===== config.mk =====
export PLATFORM = sky130hd
export DESIGN_NAME = sdram_port_arb
export DESIGN_NICKNAME = d
export VERILOG_FILES = /design/src/rtl/sdram_port_arb.sv
export SDC_FILE = /design/constraint.sdc
export NUM_CORES = 1
export LEC_CHECK = 0
export ABC_AREA = 1
export CAP_MARGIN = 20
export CELL_PAD_IN_SITES_DETAIL_PLACEMENT = 1
export CELL_PAD_IN_SITES_GLOBAL_PLACEMENT = 2
export CORE_MARGIN = 4
export CORE_UTILIZATION = 17
export CTS_CLUSTER_DIAMETER = 60
export CTS_CLUSTER_SIZE = 30
export DETAILED_ROUTE_END_ITERATION = 7
export PLACE_DENSITY = 0.82
export SYNTH_ARGS = -nofsm -noshare
export SYNTH_HDL_FRONTEND = slang
export SYNTH_SLANG_ARGS = --single-unit

===== constraint.sdc =====
create_clock -name sys_clk -period 1.6 [get_ports sys_clk]
set_clock_uncertainty 0.05 [all_clocks]
set_input_delay 0.24 -clock sys_clk [delete_from_list [all_inputs] [get_ports sys_clk]]
set_output_delay 0.24 -clock sys_clk [all_outputs]
set_load 0.1 [all_outputs]

===== src/rtl/sdram_port_arb.sv =====
// Two-client whole-burst arbiter in front of sdram_ctrl: grants one port, counts acks, routes data.
// Optional SDRAM_ARB_FIXED_PRIO_EN: port 0 always wins ties instead of round-robin.
module sdram_port_arb #(
    parameter int unsigned ADDR_W = 24,
    parameter int unsigned DATA_W = 16,
    parameter int unsigned LEN_W  = 10
) (
    input  logic              sys_clk,
    input  logic              sys_rst,
    input  logic              init_end,
    input  logic              c0_req,
    input  logic              c0_we,
    input  logic [ADDR_W-1:0] c0_addr,
    input  logic [LEN_W-1:0]  c0_len,
    input  logic [DATA_W-1:0] c0_wdata,
    output logic              c0_gnt,
    output logic              c0_wr_ack,
    output logic              c0_rd_ack,
    output logic [DATA_W-1:0] c0_rdata,
    output logic              c0_done,
    input  logic              c1_req,
    input  logic              c1_we,
    input  logic [ADDR_W-1:0] c1_addr,
    input  logic [LEN_W-1:0]  c1_len,
    input  logic [DATA_W-1:0] c1_wdata,
    output logic              c1_gnt,
    output logic              c1_wr_ack,
    output logic              c1_rd_ack,
    output logic [DATA_W-1:0] c1_rdata,
    output logic              c1_done,
    output logic              ctl_wr_req,
    output logic              ctl_rd_req,
    output logic [ADDR_W-1:0] ctl_addr,
    output logic [LEN_W-1:0]  ctl_len,
    output logic [DATA_W-1:0] ctl_wdata,
    input  logic              ctl_wr_ack,
    input  logic              ctl_rd_ack,
    input  logic [DATA_W-1:0] ctl_rdata
);

    // 9 bits covers ack counts 0..255 for the longest legal burst of 256
    localparam int unsigned CNT_W = 9;

    typedef enum logic [1:0] {
        ST_IDLE  = 2'd0,
        ST_BURST = 2'd1,
        ST_DONE  = 2'd2
    } state_e;

    state_e              state_q,   state_d;
    logic [1:0]          gnt_q,     gnt_d;
    logic                dir_we_q,  dir_we_d;
    logic [ADDR_W-1:0]   addr_q,    addr_d;
    logic [LEN_W-1:0]    len_q,     len_d;
    logic                wr_req_q,  wr_req_d;
    logic                rd_req_q,  rd_req_d;
    logic [1:0]          done_q,    done_d;
    logic [CNT_W-1:0]    ack_cnt_q, ack_cnt_d;

    logic                win1;
    logic                ack_hit;
    logic                in_burst;

`ifdef SDRAM_ARB_FIXED_PRIO_EN
    assign win1 = ~c0_req;
`else
    logic rr_last_q, rr_last_d;

    // On a tie the port that was not served last wins
    assign win1 = c1_req & (~c0_req | ~rr_last_q);

    always_ff @(posedge sys_clk or posedge sys_rst) begin
        if (sys_rst) begin
            rr_last_q <= 1'b1;
        end else begin
            rr_last_q <= rr_last_d;
        end
    end

    always_comb begin
        rr_last_d = rr_last_q;
        if (state_q == ST_DONE) begin
            rr_last_d = gnt_q[1];
        end
    end
`endif

    assign ack_hit  = dir_we_q ? ctl_wr_ack : ctl_rd_ack;
    assign in_burst = (state_q == ST_BURST);

    always_ff @(posedge sys_clk or posedge sys_rst) begin
        if (sys_rst) begin
            state_q   <= ST_IDLE;
            gnt_q     <= 2'b00;
            dir_we_q  <= 1'b0;
            addr_q    <= '0;
            len_q     <= '0;
            wr_req_q  <= 1'b0;
            rd_req_q  <= 1'b0;
            done_q    <= 2'b00;
            ack_cnt_q <= '0;
        end else begin
            state_q   <= state_d;
            gnt_q     <= gnt_d;
            dir_we_q  <= dir_we_d;
            addr_q    <= addr_d;
            len_q     <= len_d;
            wr_req_q  <= wr_req_d;
            rd_req_q  <= rd_req_d;
            done_q    <= done_d;
            ack_cnt_q <= ack_cnt_d;
        end
    end

    always_comb begin
        state_d   = state_q;
        gnt_d     = gnt_q;
        dir_we_d  = dir_we_q;
        addr_d    = addr_q;
        len_d     = len_q;
        wr_req_d  = wr_req_q;
        rd_req_d  = rd_req_q;
        done_d    = 2'b00;
        ack_cnt_d = ack_cnt_q;

        unique case (state_q)
            ST_IDLE: begin
                if (init_end && (c0_req || c1_req)) begin
                    gnt_d     = win1 ? 2'b10 : 2'b01;
                    dir_we_d  = win1 ? c1_we : c0_we;
                    addr_d    = win1 ? c1_addr : c0_addr;
                    len_d     = win1 ? c1_len : c0_len;
                    // A zero-length burst is granted but never reaches the controller
                    wr_req_d  = dir_we_d && (len_d != '0);
                    rd_req_d  = !dir_we_d && (len_d != '0);
                    ack_cnt_d = '0;
                    state_d   = ST_BURST;
                end
            end
            ST_BURST: begin
                if (len_q == '0) begin
                    done_d  = gnt_q;
                    state_d = ST_DONE;
                end else if (ack_hit) begin
                    if (LEN_W'(ack_cnt_q) == len_q - LEN_W'(1)) begin
                        wr_req_d  = 1'b0;
                        rd_req_d  = 1'b0;
                        ack_cnt_d = '0;
                        done_d    = gnt_q;
                        state_d   = ST_DONE;
                    end else begin
                        ack_cnt_d = ack_cnt_q + CNT_W'(1);
                    end
                end
            end
            ST_DONE: begin
                gnt_d   = 2'b00;
                state_d = ST_IDLE;
            end
            default: begin
                gnt_d    = 2'b00;
                wr_req_d = 1'b0;
                rd_req_d = 1'b0;
                state_d  = ST_IDLE;
            end
        endcase
    end

    // Datapath routing to and from the granted port
    assign c0_gnt     = gnt_q[0];
    assign c1_gnt     = gnt_q[1];
    assign c0_done    = done_q[0];
    assign c1_done    = done_q[1];
    assign ctl_wr_req = wr_req_q;
    assign ctl_rd_req = rd_req_q;
    assign c0_wr_ack  = ctl_wr_ack & gnt_q[0] & dir_we_q & in_burst;
    assign c1_wr_ack  = ctl_wr_ack & gnt_q[1] & dir_we_q & in_burst;
    assign c0_rd_ack  = ctl_rd_ack & gnt_q[0] & ~dir_we_q & in_burst;
    assign c1_rd_ack  = ctl_rd_ack & gnt_q[1] & ~dir_we_q & in_burst;
    assign c0_rdata   = ctl_rdata;
    assign c1_rdata   = ctl_rdata;
    assign ctl_addr   = in_burst ? addr_q : '0;
    assign ctl_len    = in_burst ? len_q : '0;
    assign ctl_wdata  = gnt_q[0] ? c0_wdata : (gnt_q[1] ? c1_wdata : '0);

endmodule


==> results.md <==
- WP data required: roughly 1300 ps
- Post-synthesis sequential area ratio: 0.348
- Sw power: about 0.010 W
- Total Nets Final: between 900 and 1000
- Hold_buf cts: 0
- Die area: around 0.025 mm²
- CP Class: reg2out
- CP max FO: 11
- Switching Share: 0.533
- Worst Setup Start Kind: flip-flop
- Total gr overflow: 0
- Crit path launch: state_q[1]
- Final period util: 1.20
- Synth top area cells: dfrtp_1 34%, nand2_1 12%, inv_1 8.7%
- Power after layout: 0.0188 W
- Area fraction of the dominant cell type after synthesis: 0.342
- Layout area overhead: 132%
- Failing checks: setup timing
- Avg WL per Cell: approximately 17 µm
- Number of top-level pins: 217
- Rows: 54
- Die Ht: 158 µm
- Syn Std Cell Area: 0.00381 mm²
- Yosys cell types: 36
- Main synth FF type: dfrtp_1
- Total number of vias: 4588
- FF+latch count, synth: 53
- First-pass GRT wire length: 27.7 mm
- H-tree levels: 2
- Syn Nets: 690
- Largest net degree at the start of global routing: 23
- Final HPWL DP: 13.3 mm
- Routed vias/inst: 4.18
- Cell taking the most area after synthesis: dfrtp_1
- Final ANT Viol Nets: 0
- Final Setup Violations: 70
- Routability cong.: ~0.81
- Maximum clock frequency: 520 MHz
- Core area: 0.0220 mm²
- Initial Utilization: 0.174
- Relative max-transition margin: 0.754
- Sequential share of power: 0.121
- Setup ws final: -324 ps
- Clk sinks: between 50 and 60
- Worst Max-Slew Pin Slew: 369 ps
- Drt initial violations: 100
- Synthesized area per cell: 6.77 µm²
- Reg-to-reg startpoint: len_q[0]
- Port Buffer Count: roughly 170
- Antenna violations before repair: 0
- Reg2Reg Capture Point: ack_cnt_q[8]
- Final Slew Violations: 0
- First drt pass iteration count: 4
- MaxCap Viol Count: 0
- Vias in the first global route: approximately 5100
- Synth cell count leaders: 126 x nand2_1, 88 x inv_1, 64 x nand3_1, 62 x nor2_1, 52 x dfrtp_1
- Pwr dens: 2130 mW/mm²
- Count leader, synth: nand2_1
- GRT Util Overall: 0.140
- CTS root buffer: clkbuf_16
- Status: finished with violations
- Synth Warn #: 0
- CTS tree: built
- Post-synth EDFFs: 0
- Comb power frac: 0.809
- Post-route DRC: 0
- CP Capture Type: output pin
- Register clock-pin slew on the reported worst setup and hold paths: 80 ps
- RSZ-0062 raised after global routing: yes
- Min cycle time layout: 1920 ps
- Clock power share: 0.070
- Latest clock arrival within the worst-skew pair: 310 ps
- CTS Buffer Depth: 2
- Antenna diode count: 0
- Min-delay worst type: in2async
- P_int: about 0.0088 W
- Final hold vios: 0
- Max IR drop VDD: 1.20 mV
- R2R setup slack: -310 ps
- Post-synth ARST share: 1.00
- R2R depth: 12
- Layout cells sized above 1: 0.450
- Arr. time, crit path: roughly 1600 ps
- End point of the critical path: ctl_len[5]
- Die X: 158 µm
- Number of buffers created by CTS: 5
- Routed wire length: 18.3 mm
- Mapped Cells: 563
- Final Non-Filler Cells: 1097
- Leakage: 3.83 nW
- Cell count after placement: 1038
power by group through the flow:
stage / Sequential, W / Clock [W] / Combinational [W]
5_1_grt: 0.00234 / 0.00140 / 0.0160
3_3_place_gp: 0.00225 / 0 / 0.0125
2_1_floorplan: 0.00248 / 0 / 0.00799
4_1_cts: 0.00228 / 0.00134 / 0.0143
3_5_place_dp: 0.00227 / 0 / 0.0127
6_report: 0.00227 / 0.00131 / 0.0152
critical path: stages, from the launching register on:
cell and delay (ps):
dfrtp_2 450, nor2_4 210, clkinv_4 160, buf_12 200, nor2_4 110, buf_12 180
cell usage in the layout (no fill, tap or decap), types with 6 or more instances in the layout:
cell	instances
clkdlybuf4s50_1	107
buf_4	90
inv_1	83
nand2_1	83
buf_12	75
dfrtp_1	48
nor2_4	45
nand3_1	39
nand2_4	23
nand3_4	21
nor2_1	21
o221ai_1	20
nand2_8	14
buf_6	14
o21ai_0	13
o21ai_1	13
inv_2	11
nand2_2	11
nand3_2	9
clkbuf_16	8
a21oi_2	6
layout make-up:
class | count | area (µm²)
fill | 2467 | 13100
timing repair buffer | 298 | 3650
multi-input combinational | 357 | 2890
sequential | 53 | 1330
inverter | 99 | 400
tap | 280 | 350
clock buffer | 5 | 125
clock inverter | 3 | 46.3
timing repair inverter | 2 | 32.5
per-layer routing:
layer,global-route usage,up-vias,share of wire,wire [µm]
li1,-,2260,-,-
met1,0.167,2198,0.40,7250
met2,0.251,102,0.53,9670
met3,0.0320,28,0.052,953
met4,0.0426,0,0.024,436
met5,0,-,0,0
kinds of logic after synthesis:
family | count (synthesis) | synth area share
simple gates | 281 | 0.327
fa+ha+maj | 2 | 0.00657
xor+xnor | 7 | 0.0161
compound gates | 67 | 0.114
flops | 53 | 0.348
buf+inv | 153 | 0.188
timing repair:
| action | 4_1_cts | 5_1_grt |
|---|---|---|
| gates resized for setup | 110 | 65 |
| buffers inserted | 28 | 18 |
| setup endpoints to repair | 96 | 97 |
| pin swaps | 18 | 19 |
| gates cloned | 6 | 3 |
worst min path at each step:
| stage | startpoint | endpoint | slack [ps] |
|---|---|---|---|
| finish | sys_rst | len_q[9] | 170 |
| global route | sys_rst | len_q[9] | 190 |
| CTS | sys_rst | len_q[9] | 180 |
| detailed placement | ctl_rdata[14] | c0_rdata[14] | 430 |
| global placement | ctl_rdata[14] | c0_rdata[14] | 430 |
| floorplan | c0_addr[0] | addr_q[0] | 340 |
state kept, by name, summed over array words and instances, names as in the netlist:
| register | flops |
|---|---|
| done_q | 2 |
| state_q | 2 |
| len_q | 10 |
| ack_cnt_q | 9 |
| addr_q | 24 |
| gnt_q | 2 |
| ctl_rd_req | 1 |
| dir_we_q | 1 |
| rr_last_q | 1 |
| ctl_wr_req | 1 |
through the flow:
step	util	hold WS [ps]	setup slack, ps	TNS (ps)	instance area [µm²]
5_1_grt	0.402	187	-434	-22010	8830
6_report	0.402	174	-324	-16620	8830
4_1_cts	0.382	176	-362	-16720	8390
3_5_place_dp	0.337	431	-511	-18160	7390
3_3_place_gp	0.337	431	-463	-15630	7390
2_1_floorplan	-	345	-508	-13000	4430
(Power assumes the default switching activity.)
==> RTL change 1, RTL diff (config.mk and constraints unchanged) <==
Set the parameter `DATA_W` to 14 (it was 16).
--- a/src/rtl/sdram_port_arb.sv
+++ b/src/rtl/sdram_port_arb.sv
@@ -2,7 +2,7 @@
 // Optional SDRAM_ARB_FIXED_PRIO_EN: port 0 always wins ties instead of round-robin.
 module sdram_port_arb #(
     parameter int unsigned ADDR_W = 24,
-    parameter int unsigned DATA_W = 16,
+    parameter int unsigned DATA_W = 14,
     parameter int unsigned LEN_W  = 10
 ) (
     input  logic              sys_clk,
Ports: changed (6 resized); port bits go from 217 to 205. The function was not compared with the original's and may differ.
==> RTL change 1 against the original RTL <==
  * The flow still finishes with violations (negative setup slack)
  * Synthesized area grew 0.99%
  * Hold slack gained 77 ps
  * Critical endpoint is now ctl_addr[8]
  * Total power shrank 1.2%
  * Cell area shrank 3.6%
  * Maximum frequency grew 0.21%
  * Worst setup slack gained 4.1 ps
  * Sequential cell count is the same
  * First-iteration DRC count grew 42%
  * Die area grew 0.93%
  * Wire length grew 1.1%
==> RTL change 1: results (changes against the original RTL) <==
metric	value	unit	change
leakage	3.593	nW	was 3.835 nW
via_per_inst	4.336		was 4.182
grtUsageMet3	4.512	%	was 3.198%
grt_util_all_layers	13.04	%	was 14.04%
ys_seq_area_share	34.50	%	was 34.84%
path_max_fanout	7		was 11
tightestPinTransition	500.8	ps	was 368.6 ps
bufAreaShareNonClock	39.64	%	was 41.39%
met3_length	1217	um	was 953 um
grt_pass1_wl	25930	um	was 27670 um
n_all_buffers	269		was 298
synth_cell_types	33		was 36
netlist_top_cells_count	nand2_1, inv_1, nor2_1		was nand2_1, inv_1, nand3_1
drive_above_1_share	45.76	%	was 45.04%
cpPeakStageDelay	380	ps	was 450 ps
setup_viol	93		was 70
vdd_ir_drop_max	762.3	uV	was 1198 uV
rr_worst_depth	14		was 12
synthTopCellsByArea	dfrtp_1, nand2_1, nand3_1, inv_1, nor2_1		was dfrtp_1, nand2_1, inv_1, nand3_1, buf_4
status	finished, violations left		unchanged
met2_length	10280	um	was 9674 um
worst_slack	-320.4	ps	was -324.4 ps
dieArea	25100	sq um	was 24870 sq um
use_met2	23.92	%	was 25.11%
grt_max_degree	54		was 23
drt-met1-wl	6659	um	was 7246 um
drt_iter0_drc	142		was 100
avgRoutedWirePerCell	17.28	um	was 16.69 um
violations	negative setup slack		unchanged
fin_nets	911		was 943
grt_pass1_vias	4902		was 5108
gp_congestion	0.7846		was 0.8095
placement.io_buffers	162		was 168
dpl.hpwl	12990	um	was 13280 um
multi_input_area_share	34.53	%	was 32.70%
clkbuf_count	7		was 5
place_inst	1025		was 1038
grtUsageMet1	14.67	%	was 16.72%
comb.multi_input.count	372		was 357
crit_slowest_cell	dfrtp_1		was dfrtp_2
syn_nets	686		was 690
reg2reg_to	state_q[0]		was ack_cnt_q[8]
[RTL change 1: timing repair]
item | in CTS | in global routing
setup endpoints to repair | 92 | 96
gates resized for setup | 54 | 88
setup buffers | 18 | 12
pin swaps | 26 | 18
gates cloned | 1 | 10
[RTL change 1: critical path, delay by kind of cell, from the launching register on]
family	cells	cell delay, ps
flops	1	380
buf+inv	4	650
simple gates	2	280
[RTL change 1: power breakdown]
part	leakage, nW	total (mW)	switching, mW	internal (mW)
clock network	0.0841	1.36	0.569	0.786
logic	2.84	14.9	8.97	5.96
registers	0.670	2.26	0.376	1.88
[RTL change 1: through the flow]
step                      TNS (ps)  utilization (%)  hold WS [ps]  worst slack (ps)
final                       -19270            38.64         251.5            -320.4
after global routing        -26200            38.64         286.1            -444.1
after CTS                   -13060            35.67         271.1            -272.8
after detailed placement     -8621            32.93         431.0            -335.0
after global placement       -7734            32.93         431.0            -284.1
after floorplan             -11980                -         344.7            -264.8
[RTL change 1: how the worst max path moves through the flow]
| stage | depth (start not counted) | to | slack (ps) | from |
|---|---|---|---|---|
| after floorplan | 5 | ctl_addr[10] | -260 | state_q[0] |
| after global placement | 12 | ctl_wr_req | -280 | c0_req |
| after detailed placement | 12 | ctl_wr_req | -330 | c1_req |
| after CTS | 15 | ctl_wr_req | -270 | len_q[1] |
| after global routing | 13 | state_q[1] | -440 | len_q[0] |
| final | 6 | ctl_addr[8] | -320 | state_q[0] |
[RTL change 1: logic make-up after synthesis]
group	share of synthesized area, %
adder cells (fa/ha/maj)	0.6503
flip-flops	34.50
XOR/XNOR	1.594
AND/OR/NAND/NOR	35.48
AO/OA/AOI/OAI	10.80
buffers and inverters	16.98
==> RTL change 2, RTL diff (same settings) <==
Without the edit above. Make the reset (`sys_rst`) synchronous in 2 clocked blocks.
--- a/src/rtl/sdram_port_arb.sv
+++ b/src/rtl/sdram_port_arb.sv
@@ -69,7 +69,7 @@
     // On a tie the port that was not served last wins
     assign win1 = c1_req & (~c0_req | ~rr_last_q);
 
-    always_ff @(posedge sys_clk or posedge sys_rst) begin
+    always_ff @(posedge sys_clk) begin
         if (sys_rst) begin
             rr_last_q <= 1'b1;
         end else begin
@@ -88,7 +88,7 @@
     assign ack_hit  = dir_we_q ? ctl_wr_ack : ctl_rd_ack;
     assign in_burst = (state_q == ST_BURST);
 
-    always_ff @(posedge sys_clk or posedge sys_rst) begin
+    always_ff @(posedge sys_clk) begin
         if (sys_rst) begin
             state_q   <= ST_IDLE;
             gnt_q     <= 2'b00;
Function: differs if sys_rst is asserted again (counterexample within 4 cycles, from zero or initial values and one cycle with sys_rst high); with sys_rst held inactive, the same outputs for 4 cycles.
==> RTL change 2 against the original RTL <==
  * The flow still finishes with violations (negative setup slack)
  * Worst setup slack better by 110 ps
  * Sequential share of layout area decreased by 0.70 points
  * Wire length down 16%
  * Register-to-register slack better by 90 ps
  * Critical path depth grew 7
  * Non-clock buffer count fell by 57
  * Sequential cell count unchanged
  * Synthesized area shrank 6.5%
  * Cell area decreased by 15%
  * Count of clock-buffer cells in the layout unchanged
  * Critical path type is now reg2reg
  * Highest routed layer unchanged
Power is not compared: it rests on default switching activity, and its combinational part moved more than twofold at a synthesized area within 25%.
==> RTL change 2: results (changes against the original RTL) <==
metric	value	unit	change
syn_area_per_cell	6.152	sq um	was 6.767 sq um
status	finished, violations left		unchanged
grt_pass1_vias	4398		was 5108
gp_congestion	0.7749		was 0.8095
hold_path.class	in2out		was in2async
path_max_fanout	6		was 11
use_met2	21.98	%	was 25.11%
cp.arrival	1970	ps	was 1630 ps
drive_above_1_share	34.92	%	was 45.04%
avgRoutedWirePerCell	14.62	um	was 16.69 um
synthTopCellsByArea	dfxtp_1, nand2_1, buf_4, nor2_1, inv_1		was dfrtp_1, nand2_1, inv_1, nand3_1, buf_4
grtUsageMet3	3.976	%	was 3.198%
hold_slack	430.0	ps	was 174.1 ps
async_reset_ff_share	0	%	was 100.0%
synthFlopType	dfxtp_1		was dfrtp_1
post_cts_resized	10		was 110
fin_nets	902		was 943
drt_iter0_drc	120		was 100
grt_max_degree	29		was 23
dp_slack	-441.5	ps	was -511.0 ps
crit_family	simple AND/OR/NAND/NOR gates		was buffers and inverters
grt_util_all_layers	12.51	%	was 14.04%
dpl.hpwl	12020	um	was 13280 um
netlist_top_cells_count	nand2_1, nor2_1, inv_1		was nand2_1, inv_1, nand3_1
worstSetupPathType	reg2reg		was reg2out
worst_slack	-218.5	ps	was -324.4 ps
fin_cells	1046		was 1097
violations	negative setup slack		unchanged
antenna_found_initial	0		unchanged
setup_viol	54		was 70
reg2reg_to	ack_cnt_q[3]		was ack_cnt_q[8]
cpPeakStageDelay	370	ps	was 450 ps
grt_pass1_wl	23450	um	was 27670 um
max_slew_margin	79.00	%	was 75.39%
-- RTL change 2: cells by family after synthesis --
family	after synthesis	synth area share, %
simple gates	317	39.13
buf+inv	129	17.25
compound gates	67	10.43
flops	53	29.79
xor+xnor	11	2.705
fa+ha+maj	2	0.7024
-- RTL change 2: power by group --
group	leakage [nW]	internal, mW	switching, mW	total, mW
logic	2.47	1.21	1.57	2.78
registers	0.437	1.42	0.0994	1.52
clock network	0.0702	0.585	0.545	1.13
total	2.98	3.21	2.21	5.43
-- RTL change 2: layout make-up --
type,instances,area (sq um)
flip-flops and latches,53,1076
clock buffers,5,125.1
fillers,2379,12960
clock inverters,3,21.27
repair buffers,241,3127
well taps,270,337.8
inverters,75,306.5
repair inverters,2,27.53
multi-input cells,397,2452
-- RTL change 2: metal layers --
| metal | up-vias | routed length, um |
|---|---|---|
| li1 | 2176 | - |
| met1 | 1953 | 6230 |
| met2 | 107 | 7841 |
| met3 | 26 | 929 |
| met4 | 0 | 290 |
| met5 | - | 0 |
